## config.mk

```make
export PLATFORM = sky130hd
export DESIGN_NAME = aes_io_bridge_flat
export DESIGN_NICKNAME = d
export VERILOG_FILES = /design/src/rtl/aes_io_bridge_if.sv /design/src/rtl/aes_io_bridge.sv /design/src/flat_wrapper.sv
export SDC_FILE = /design/constraint.sdc
export NUM_CORES = 1
export LEC_CHECK = 0
export BUFFER_PORTS_ARGS = -buffer_cell sky130_fd_sc_hd__buf_2
export CAP_MARGIN = 10
export CELL_PAD_IN_SITES_DETAIL_PLACEMENT = 0
export CELL_PAD_IN_SITES_GLOBAL_PLACEMENT = 1
export CORE_MARGIN = 3
export CORE_UTILIZATION = 45
export DETAILED_ROUTE_END_ITERATION = 10
export PLACE_DENSITY_LB_ADDON = 0.1
export SETUP_SLACK_MARGIN = 0.4
export SYNTH_ARGS = -nofsm -noshare
export SYNTH_HDL_FRONTEND = slang
export SYNTH_SLANG_ARGS = --single-unit
```

## constraint.sdc

```tcl
create_clock -name clk -period 5.35 [get_ports clk]
set_input_delay 1.3375 -clock clk [delete_from_list [all_inputs] [get_ports clk]]
set_output_delay 1.3375 -clock clk [all_outputs]
set_load 0.01 [all_outputs]
```

## src/rtl/aes_io_bridge_if.sv

```systemverilog
// Pin-side and core-side signal bundle for the AES byte/word bridge.
// The slave modport is the bridge itself; the master modport is whoever drives it.
interface aes_io_bridge_if #(
  parameter int IN_W   = 8,
  parameter int OUT_W  = 8,
  parameter int WORD_W = 32,
  parameter int DEPTH  = 4,
  parameter int DIV_W  = 4
);
  localparam int LVL_W = $clog2(DEPTH) + 1;

  logic              shi;
  logic [IN_W-1:0]   in_data;
  logic              msb_first;
  logic              flush;
  logic [WORD_W-1:0] up_word;
  logic              up_valid;
  logic              up_ready;
  logic [LVL_W-1:0]  in_level;
  logic              overflow;
  logic [WORD_W-1:0] down_word;
  logic              down_valid;
  logic              down_ready;
  logic [DIV_W-1:0]  div_bits;
  logic [OUT_W-1:0]  chip_data;
  logic              sho;

  modport slave (
    input  shi, in_data, msb_first, flush, up_ready, down_word, down_valid, div_bits,
    output up_word, up_valid, in_level, overflow, down_ready, chip_data, sho
  );

  modport master (
    output shi, in_data, msb_first, flush, up_ready, down_word, down_valid, div_bits,
    input  up_word, up_valid, in_level, overflow, down_ready, chip_data, sho
  );
endinterface

```

## src/rtl/aes_io_bridge.sv

```systemverilog
// Byte-stream <-> word bridge: packs input lanes into words held in a small
// first-word-fall-through FIFO, and serialises result words into output lanes
// at a programmable lane period.
module aes_io_bridge #(
  parameter int IN_W   = 8,
  parameter int OUT_W  = 8,
  parameter int WORD_W = 32,
  parameter int DEPTH  = 4,
  parameter int DIV_W  = 4
) (
  input  logic            clk,
  input  logic            rst,
  aes_io_bridge_if.slave  bus
);
  localparam int RI    = WORD_W / IN_W;
  localparam int RO    = WORD_W / OUT_W;
  localparam int CNT_W = (RI > 1) ? $clog2(RI) : 1;
  localparam int IDX_W = (RO > 1) ? $clog2(RO) : 1;
  localparam int PTR_W = (DEPTH > 1) ? $clog2(DEPTH) : 1;
  localparam int LVL_W = $clog2(DEPTH) + 1;

  localparam logic [CNT_W-1:0] LAST_IN  = CNT_W'(RI - 1);
  localparam logic [IDX_W-1:0] LAST_OUT = IDX_W'(RO - 1);
  localparam logic [LVL_W-1:0] FULL_LVL = LVL_W'(DEPTH);

  localparam logic [0:0] IDLE = 1'b0;
  localparam logic [0:0] SEND = 1'b1;

  // ---------------- packer + input FIFO ----------------
  logic [WORD_W-1:0] pack_reg;
  logic [WORD_W-1:0] pack_next;
  logic [CNT_W-1:0]  cnt_reg;
  logic [CNT_W-1:0]  lane_in;
  logic [WORD_W-1:0] mem [DEPTH];
  logic [PTR_W-1:0]  wr_ptr_reg;
  logic [PTR_W-1:0]  rd_ptr_reg;
  logic [LVL_W-1:0]  level_reg;
  logic              overflow_reg;
  logic              push;
  logic              pop;
  logic              full;
  logic              accept;

  // Merge the incoming lane into the partial word; the completed word is pushed straight from here
  always_comb begin
    lane_in   = bus.msb_first ? (LAST_IN - cnt_reg) : cnt_reg;
    pack_next = pack_reg;
    pack_next[lane_in*IN_W +: IN_W] = bus.in_data;
  end

  assign push   = bus.shi && (cnt_reg == LAST_IN) && !bus.flush;
  assign pop    = bus.up_ready && (level_reg != '0) && !bus.flush;
  assign full   = (level_reg == FULL_LVL);
  // A pop in the same cycle frees the slot the push needs
  assign accept = push && (!full || pop);

  // Lane counter and partial word; flush and reset abandon any partial word
  always_ff @(posedge clk) begin
    if (rst || bus.flush) begin
      cnt_reg  <= '0;
      pack_reg <= '0;
    end else if (bus.shi) begin
      pack_reg <= pack_next;
      cnt_reg  <= (cnt_reg == LAST_IN) ? '0 : cnt_reg + 1'b1;
    end
  end

  // FIFO storage, written only when the push is accepted
  always_ff @(posedge clk) begin
    if (accept) mem[wr_ptr_reg] <= pack_next;
  end

  // FIFO pointers, occupancy and sticky overflow
  always_ff @(posedge clk) begin
    if (rst || bus.flush) begin
      wr_ptr_reg   <= '0;
      rd_ptr_reg   <= '0;
      level_reg    <= '0;
      overflow_reg <= 1'b0;
    end else begin
      if (accept) wr_ptr_reg <= wr_ptr_reg + 1'b1;
      if (pop)    rd_ptr_reg <= rd_ptr_reg + 1'b1;
      if (accept && !pop)      level_reg <= level_reg + 1'b1;
      else if (!accept && pop) level_reg <= level_reg - 1'b1;
      if (push && !accept) overflow_reg <= 1'b1;
    end
  end

  // Head word is masked while empty so stale RAM contents never leak out
  assign bus.up_valid = (level_reg != '0);
  assign bus.up_word  = bus.up_valid ? mem[rd_ptr_reg] : '0;
  assign bus.in_level = level_reg;
  assign bus.overflow = overflow_reg;

  // ---------------- output serialiser ----------------
  logic [0:0]        state_reg;
  logic [WORD_W-1:0] sword_reg;
  logic              smsb_reg;
  logic [DIV_W-1:0]  div_reg;
  logic [DIV_W-1:0]  tmr_reg;
  logic [IDX_W-1:0]  idx_reg;
  logic [IDX_W-1:0]  lane_out;
  logic [OUT_W-1:0]  chip_reg;
  logic              sho_reg;

  assign lane_out = smsb_reg ? (LAST_OUT - idx_reg) : idx_reg;

  // Serialiser FSM: latch a word in IDLE, then issue one lane every D+1 cycles
  always_ff @(posedge clk) begin
    if (rst) begin
      state_reg <= IDLE;
      sword_reg <= '0;
      smsb_reg  <= 1'b0;
      div_reg   <= '0;
      tmr_reg   <= '0;
      idx_reg   <= '0;
      chip_reg  <= '0;
      sho_reg   <= 1'b0;
    end else begin
      sho_reg <= 1'b0;
      case (state_reg)
        IDLE: begin
          if (bus.down_valid) begin
            sword_reg <= bus.down_word;
            smsb_reg  <= bus.msb_first;
            div_reg   <= bus.div_bits;
            tmr_reg   <= bus.div_bits;
            idx_reg   <= '0;
            state_reg <= SEND;
          end
        end
        SEND: begin
          if (tmr_reg != '0) begin
            tmr_reg <= tmr_reg - 1'b1;
          end else begin
            chip_reg <= sword_reg[lane_out*OUT_W +: OUT_W];
            sho_reg  <= 1'b1;
            tmr_reg  <= div_reg;
            idx_reg  <= idx_reg + 1'b1;
            if (idx_reg == LAST_OUT) state_reg <= IDLE;
          end
        end
        default: state_reg <= IDLE;
      endcase
    end
  end

  assign bus.down_ready = (state_reg == IDLE);
  assign bus.chip_data  = chip_reg;
  assign bus.sho        = sho_reg;
endmodule

```

## src/flat_wrapper.sv

```systemverilog
// flat-port wrapper written by rule: the top's interface ports become plain ports
module aes_io_bridge_flat 
#(
  parameter int IN_W   = 8,
  parameter int OUT_W  = 8,
  parameter int WORD_W = 32,
  parameter int DEPTH  = 4,
  parameter int DIV_W  = 4
)
  (clk, rst, bus_shi, bus_in_data, bus_msb_first, bus_flush, bus_up_ready, bus_down_word, bus_down_valid, bus_div_bits, bus_up_word, bus_up_valid, bus_in_level, bus_overflow, bus_down_ready, bus_chip_data, bus_sho);
  aes_io_bridge_if #(.IN_W(IN_W), .OUT_W(OUT_W), .WORD_W(WORD_W), .DEPTH(DEPTH), .DIV_W(DIV_W)) bus_i ();
  input  logic clk;
  input  logic rst;
  input wire logic [$bits(bus_i.shi)-1:0] bus_shi;
  input wire logic [$bits(bus_i.in_data)-1:0] bus_in_data;
  input wire logic [$bits(bus_i.msb_first)-1:0] bus_msb_first;
  input wire logic [$bits(bus_i.flush)-1:0] bus_flush;
  input wire logic [$bits(bus_i.up_ready)-1:0] bus_up_ready;
  input wire logic [$bits(bus_i.down_word)-1:0] bus_down_word;
  input wire logic [$bits(bus_i.down_valid)-1:0] bus_down_valid;
  input wire logic [$bits(bus_i.div_bits)-1:0] bus_div_bits;
  output wire logic [$bits(bus_i.up_word)-1:0] bus_up_word;
  output wire logic [$bits(bus_i.up_valid)-1:0] bus_up_valid;
  output wire logic [$bits(bus_i.in_level)-1:0] bus_in_level;
  output wire logic [$bits(bus_i.overflow)-1:0] bus_overflow;
  output wire logic [$bits(bus_i.down_ready)-1:0] bus_down_ready;
  output wire logic [$bits(bus_i.chip_data)-1:0] bus_chip_data;
  output wire logic [$bits(bus_i.sho)-1:0] bus_sho;
  assign bus_i.shi = bus_shi;
  assign bus_i.in_data = bus_in_data;
  assign bus_i.msb_first = bus_msb_first;
  assign bus_i.flush = bus_flush;
  assign bus_i.up_ready = bus_up_ready;
  assign bus_i.down_word = bus_down_word;
  assign bus_i.down_valid = bus_down_valid;
  assign bus_i.div_bits = bus_div_bits;
  assign bus_up_word = bus_i.up_word;
  assign bus_up_valid = bus_i.up_valid;
  assign bus_in_level = bus_i.in_level;
  assign bus_overflow = bus_i.overflow;
  assign bus_down_ready = bus_i.down_ready;
  assign bus_chip_data = bus_i.chip_data;
  assign bus_sho = bus_i.sho;
  aes_io_bridge #(.IN_W(IN_W), .OUT_W(OUT_W), .WORD_W(WORD_W), .DEPTH(DEPTH), .DIV_W(DIV_W)) u_core (.clk(clk), .rst(rst), .bus(bus_i));
endmodule
```

Yosys cells after proc, flatten, opt, wreduce, memory -nomap -nowiden
Memories as Yosys holds them, arrays and structs flattened. A register that Yosys moved wholly into a read port is not among the register bits.
Index checks and enable logic that the tools add are counted.
{"block": "totals", "register_bits": 95, "ram_bits": 128, "in_bits": 51, "output_inout_bits": 47, "wordCells": 78, "n_memories": 1}
{"block": "op_classes", "addsub": 10, "eq_ne": 5, "shift": 3, "muxes": 22, "bitwise": 2, "n_reduce_logical": 21}
{"memory": "u_core.mem", "depth": 4, "width": 32, "read_ports": 1, "rd_clocked_by_memory_dff": 1, "wr": 1, "line_no": "aes_io_bridge.sv:34", "text": "logic [WORD_W-1:0] mem [DEPTH];"}
{"operator": "negation 5 -> 34 bit", "count": 1}
{"operator": "variable shift 8 x 34 -> 32 bit, first input constant", "count": 1}
{"operator": "indexed part select 8 x 34 -> 32 bit", "count": 1}
{"operator": "bitwise mux 32 bit", "count": 1}
{"operator": "2-to-1 mux 32 bit", "count": 1}
{"operator": "indexed part select 32 x 6 -> 8 bit", "count": 1}
{"operator": "2-to-1 mux 2 bit", "count": 7}
{"operator": "adder 2 x 1 -> 2 bit, second input constant", "count": 4}
{"operator": "logical AND 1 bit", "count": 8}
{"operator": "2-to-1 mux 4 bit", "count": 2}
{"operator": "one-hot mux 4 bit (2 select lines)", "count": 1}
{"operator": "2-to-1 mux 1 bit", "count": 6}
{"operator": "2-to-1 mux 3 bit", "count": 2}
{"operator": "AND reduction 2 bit", "count": 3}
{"operator": "equality test 2 bit, second input constant", "count": 2}
{"operator": "zero test 1 bit", "count": 4}
{"operator": "inequality test 2 bit, second input constant", "count": 2}
{"operator": "one-hot mux 2 bit (2 select lines)", "count": 1}
{"operator": "nonzero test 4 bit", "count": 1}
{"operator": "subtractor 2 bit, first input constant", "count": 2}
{"operator": "subtractor 4 x 1 -> 4 bit, second input constant", "count": 1}
{"operator": "adder 3 x 1 -> 3 bit, second input constant", "count": 1}
{"operator": "equality test 3 bit, second input constant", "count": 1}
{"operator": "nonzero test 3 bit", "count": 1}
{"operator": "6 further kinds", "count": 8}

Longest topological paths before layout
Gate-level depths: netlist of run 1.
{"block": "logic_depth", "depth_word": 9, "mapped_depth": 9, "ltp_nobuf": 9}

Worst setup path before layout of run 1
OpenSTA, ideal clock, no wires.
{"block": "synth_timing", "path_kind": "input to register", "from": "input bus_shi", "to": "register u_core.level_reg[2] (netlist: u_core.bus.in_level[2])", "setup_ns": 0.071, "arrival_ns": 2.993, "required_time_ns": 5.279, "path_slack_ns": 2.286, "cell_stages": 8, "cell_sequence": "nand2_1 a311oi_4 ha_1 inv_1 fa_1 xor2_1 or3_1 a21oi_1"}
{"block": "synth_between", "elab_chain_cells": 6}
{"element": "from (decl)", "line_no": "flat_wrapper.sv:14", "text": "input wire logic [$bits(bus_i.shi)-1:0] bus_shi;"}
{"element": "logical AND 1 bit * (2 in a row)", "line_no": "aes_io_bridge.sv:51", "text": "assign push = bus.shi && (cnt_reg == LAST_IN) && !bus.flush;"}
{"element": "logical AND 1 bit *", "line_no": "aes_io_bridge.sv:55", "text": "assign accept = push && (!full || pop);"}
{"element": "named net u_core.accept", "line_no": "aes_io_bridge.sv:42", "text": "logic accept;"}
{"element": "zero test 1 bit", "line_no": "aes_io_bridge.sv:84", "text": "else if (!accept && pop) level_reg <= level_reg - 1'b1;"}
{"element": "logical AND 1 bit", "line_no": "aes_io_bridge.sv:84"}
{"element": "nonzero test 2 bit (no line)"}
{"element": "to (signal assigned)", "line_no": "aes_io_bridge.sv:83", "text": "if (accept && !pop) level_reg <= level_reg + 1'b1;"}
{"element": "to (signal assigned)", "line_no": "aes_io_bridge.sv:84"}
{"element": "to (decl)", "line_no": "aes_io_bridge.sv:37", "text": "logic [LVL_W-1:0] level_reg;"}
The timed path passes the listed nets; every way through them passes the cells marked *.
A chain may end at the register's enable or synchronous reset.

==> metrics, run 1 <==
FMAX=254.6 MHz; worst setup margin=1422 ps; Mean Syn Cell Area=13.01 sq um; Clock Sinks=225; CP arrival=2590 ps; Pre-antenna DRT Iters=5; H-tree Lvls=1; TritonCTS Buffers=24; Pins Over Slew Limit=0; Warnings, synthesis=0; CP Capture Type=output pin; Synth top area share=0.4058; Leakage=4.126 nW; post-layout min period=3928 ps; Top FF cell, synth=edfxtp_1; first-pass GRT wire length=30880 um; Residual DRC=0; max_cap viols=0; DRT Wirelength=19440 um; FILL cells=1736; HP Class=register to register; drt wl/cell=17.65 um; crit path max fanout=19; share of layout cells above drive strength 1=0.2587; detailed-route via count=5783; Post-CTS Setup Repair Bufs=0; Yosys cell types=53; Initial Util=0.4637; CTS clk-pin slew, worst paths=60 ps; Setup Crit Path Kind=register to output pin; final setup TNS=0 ps; Post-synth EDFFs=128; Final setup violation count=0; initial antenna violation count=0; cells resized by post-CTS repair=0; via density per instance=5.252; number of port buffers=97; maximum vdd drop=331.8 uV; Setup Skew=5.951 ps; die area=0.02283 sq mm; cell with the most instances after synthesis=edfxtp_1; final hold violation count=0; Startpoint Class=register; row cnt=52; period utilisation layout=0.7342; HPWL after detailed placement=12120 um; Syn Nets=788; clk root buf=clkbuf_16; Synth top cells by count=edfxtp_1, dfxtp_1, nand2_1, a21oi_1, and2_1; Routed Antenna Nets=0; Layout Nets=874; Worst slew margin=0.3465; area leader, netlist=edfxtp_1; sequential share of the synthesized area=0.6108; CTS tree=built; synthesized instance count=728; floorplan core area=0.02043 sq mm; CP Data Required Time=4010 ps; I/O pin total=98; starting DRC count in detailed routing=291; Slew @ Worst Pin=979.2 ps; Pwr Density=343.6 mW/mm^2; final RePlAce weighted congestion=0.7923; largest net degree at the start of global routing=54; synthesized flop and latch total=225; Clock Latency Late Sink=500 ps; post-place setup slack=1574 ps; RSZ-0062 raised after global routing=no; Max Root-Sink Buffers=3; vias in the first global route=5843; max reg flops=128; Cell Area, Synth=0.009473 sq mm; Layout area overhead=15.41%; die width=151.1 um; top post-synthesis cells by area=edfxtp_1, dfxtp_1, mux4_2, nand2_1, a21oi_1; total gr overflow=0; chip height=151.1 um; asr flop ratio synth=0; Global Route Usage Sum=0.1720; outcome=completed; CTS Hold Bufs=0; Antenna Cells=0
==> kinds of logic after synthesis <==
logic type               after synthesis  share of synthesized area
XOR/XNOR                               5                   0.004624
multiplexers                          91                     0.1466
adder cells (fa/ha/maj)                9                    0.01268
AND/OR/NAND/NOR                      239                     0.1272
buffers and inverters                 57                    0.02972
AO/OA/AOI/OAI                        102                    0.06842
flip-flops                           225                     0.6108
==> per-layer routing <==
layer,wire [um],share of wire,track usage
met1,8381,0.43,0.2269
met2,9863,0.51,0.3019
met3,844,0.043,0.02364
met4,349,0.018,0.04216
met5,0,0,0
==> where the power goes <==
part | leakage, nW | switching [mW] | internal [mW]
registers | 1.97 | 0.0222 | 1.85
logic | 1.77 | 0.121 | 0.0781
clock network | 0.388 | 0.646 | 1.04
total | 4.13 | 0.789 | 2.97
==> placed cells by master, fill, tap and decap left out, types with 12 or more instances in the layout <==
master	instances
dfxtp_1	95
edfxtp_1	128
nor2_1	34
a21oi_1	62
buf_2	97
nand3_1	21
nand2_1	96
o22ai_1	14
clkbuf_16	25
mux4_2	32
inv_1	12
and2_1	44
mux2_2	20
mux2i_1	25
==> metrics by stage <==
stage	total power, mW	hold WS [ps]	std cells	utilization	cell area [sq um]
floorplan	2.045	432.2	728	-	9473
global placement	2.103	434.4	1058	0.4956	10120
detailed placement	2.108	439.6	1058	0.4956	10120
CTS	3.796	446.8	1101	0.5352	10930
global route	3.899	473.5	1101	0.5352	10930
finish	3.757	444.4	1101	0.5352	10930
==> critical path, cell delays in order (launching register included) <==
cell and delay [ps]:
dfxtp_2 800, buf_4 410, mux4_2 550, and2_1 170
buf_2 130
==> worst paths after layout <==
path,cells after the start,slack [ps],end,from
worst max register to register,9,2680,u_core.bus.in_level[2],u_core.cnt_reg[0]
worst min-delay path,2,440,u_core.bus.overflow,u_core.bus.overflow
worst min register to register,2,440,u_core.bus.overflow,u_core.bus.overflow
worst max-delay path,4,1420,bus_up_word[17],register
==> area by class of cell <==
type,instances,area (sq um),area share
clock inverter,14,167.7,0.01534
timing repair buffer,105,545.5,0.04990
tap,270,337.8,0.03090
clock buffer,29,640.6,0.05859
multi-input combinational,446,3408,0.3117
inverter,12,45.04,0.004120
sequential,225,5788,0.5294
(Power assumes the default switching activity.)
==> inputs of run 2 (changes only) <==
==> constraint.sdc (replaced) <==
create_clock -name clk -period 4.1 [get_ports clk]
set_input_delay 1.025 -clock clk [delete_from_list [all_inputs] [get_ports clk]]
set_output_delay 1.025 -clock clk [all_outputs]
set_load 0.01 [all_outputs]
==> run 2 against run 1 <==
  * Count of clock-buffer cells in the layout rose by 3
  * Non-clock buffer count rose by 3
  * Sequential share of layout area fell by 0.34 points
  * Clock power rose by 34%
  * Sequential power rose by 30%
  * Clock skew rose by 3.3 ps
  * Cell count rose by 0.36%
  * Critical path depth did not move
  * First-iteration DRC count rose by 20%
  * Largest cell class unchanged
  * Highest routed layer unchanged
==> metrics, run 2 (synthesis gave the netlist of run 1 again) <==
Hold Path Depth=2 (unchanged); Initial Util=0.4637 (unchanged); FILL cells=1751 (was 1736); CTS clk-pin slew, worst paths=60 ps (about the same); HPWL after detailed placement=12520 um (was 12120 um); CTS Hold Bufs=0 (unchanged); FMAX=298.9 MHz; Layout area overhead=16.13% (was 15.41%); Setup Skew=9.237 ps (was 5.951 ps); CP Capture Type=output pin (unchanged); met3 wire length=866 um (was 844 um); clock share of power=0.456 (was 0.449); floorplan core area=0.02043 sq mm (unchanged); chip height=151.1 um (unchanged); TritonCTS Buffers=24 (unchanged); final hold violation count=0 (unchanged); total gr overflow=0 (unchanged); Layout Nets=877 (was 874); final setup TNS=0 ps (unchanged); Switch Pwr=1.049 mW (was 0.7892 mW); Setup Crit Path Kind=register to output pin (unchanged); most frequent cells in the layout=edfxtp_1, buf_2, nand2_1, dfxtp_1, a21oi_1 (was edfxtp_1, buf_2, nand2_1); post-layout min period=3346 ps; die area=0.02283 sq mm (unchanged); Int Power=3.922 mW (was 2.968 mW); Clock Sinks=225 (unchanged); vias in the first global route=5951 (was 5843); via density per instance=5.318 (was 5.252); final RePlAce weighted congestion=0.7991 (was 0.7923); Startpoint Class=register (unchanged); clk root buf=clkbuf_16 (unchanged); Slew @ Worst Pin=899.2 ps (was 979.2 ps); CTS tree=built (unchanged); Pwr Density=451.8 mW/mm^2 (was 343.6 mW/mm^2); M1 WL=8616 um (was 8381 um); Logic pwr share=0.053 (about the same); row cnt=52 (unchanged); H-tree Lvls=1 (unchanged); Worst slew margin=0.4005 (was 0.3465); top sig layer=met4 (unchanged); starting DRC count in detailed routing=348 (was 291); Pins Over Slew Limit=0 (unchanged); met2 WL=10290 um (was 9863 um); I/O pin total=98 (unchanged); Residual DRC=0 (unchanged); Routed Antenna Nets=0 (unchanged); sequential power share=0.491 (was 0.498); Final Power=4.970 mW (was 3.757 mW); commonest non-fill, non-tap cell in the layout=edfxtp_1 (unchanged); largest net degree at the start of global routing=53 (was 54); Final setup violation count=0 (unchanged); cells resized by post-CTS repair=0 (unchanged); Leakage=4.159 nW (was 4.126 nW); switching part of the total=0.2110 (was 0.2101); max reg flops=128 (unchanged); outcome=completed (unchanged); Global Route Usage Sum=0.1758 (was 0.1720); drt wl/cell=18.09 um (was 17.65 um); max_cap viols=0 (unchanged); RSZ-0062 raised after global routing=no (unchanged); first-pass GRT wire length=31540 um (was 30880 um); worst r2r path cells=9 (unchanged); number of port buffers=97 (unchanged); maximum vdd drop=270.5 uV (was 331.8 uV); CP Data Required Time=3070 ps (was 4010 ps); crit path max fanout=20 (was 19); initial antenna violation count=0 (unchanged); DRT Wirelength=19990 um (was 19440 um); Antenna Cells=0 (unchanged); die width=151.1 um (unchanged); Post-CTS Setup Repair Bufs=0 (unchanged); detailed-route via count=5876 (was 5783); Max Root-Sink Buffers=3 (unchanged); period utilisation layout=0.8160; Clock Latency Late Sink=500 ps (about the same); share of layout cells above drive strength 1=0.2671 (was 0.2587); HP Class=register to register (unchanged); CP arrival=2320 ps (was 2590 ps); Pre-antenna DRT Iters=6 (was 5)
[run 2: changes by cell type in the layout (fill, tap and decap cells not counted), sizes merged]
cell	delta
clkinv	-5
inv	+1
clkbuf	+3
clkinvlp	+2
buf	+3
[run 2: final timing paths]
| kind | start | to | slack (ps) |
|---|---|---|---|
| worst min-delay path | u_core.bus.overflow | u_core.bus.overflow | 450 |
| worst max register to register | u_core.cnt_reg[1] | u_core.bus.in_level[2] | 1360 |
| worst min register to register | u_core.bus.overflow | u_core.bus.overflow | 450 |
| worst max-delay path | register | bus_up_word[0] | 750 |
[run 2: power by group through the flow]
stage	clock network, mW	registers [mW]	logic [mW]
finish	2.27	2.44	0.263
global route	2.41	2.44	0.292
CTS	2.32	2.44	0.265
detailed placement	0	2.49	0.264
global placement	0	2.49	0.257
floorplan	0	2.48	0.191
[run 2: layer usage]
layer | vias up | global-route usage
li1 | 2829 | -
met1 | 2908 | 0.2266
met2 | 119 | 0.3159
met3 | 20 | 0.02813
met4 | 0 | 0.03400
met5 | - | 0
[run 2: layout make-up]
| cell class | instances | area [sq um] | share of cell area |
|---|---|---|---|
| clock buffer | 32 | 671.9 | 0.06108 |
| clock inverter | 12 | 170.2 | 0.01547 |
| inverter | 12 | 45.04 | 0.004095 |
| multi-input combinational | 446 | 3408 | 0.3098 |
| sequential | 225 | 5787 | 0.5260 |
| tap | 270 | 337.8 | 0.03071 |
| timing repair buffer | 108 | 580.6 | 0.05278 |
[run 2: through the flow]
| stage | std cells | hold WS [ps] | instance area, sq um | util | worst slack (ps) |
|---|---|---|---|---|---|
| after global routing | 1105 | 469.9 | 11000 | 0.5385 | 606.1 |
| after detailed placement | 1061 | 443.3 | 10160 | 0.4972 | 1059 |
| final | 1105 | 448.9 | 11000 | 0.5385 | 754.3 |
| after floorplan | 728 | 432.2 | 9473 | - | 1349 |
| after CTS | 1105 | 452.7 | 11000 | 0.5385 | 693.5 |
| after global placement | 1061 | 433.7 | 10160 | 0.4972 | 1156 |
[run 2: worst max-delay path, stage by stage (launching register included)]
cell and delay (ps):
dfxtp_2 670, buf_12 280, mux4_2 530, and2_1 180
buf_2 140
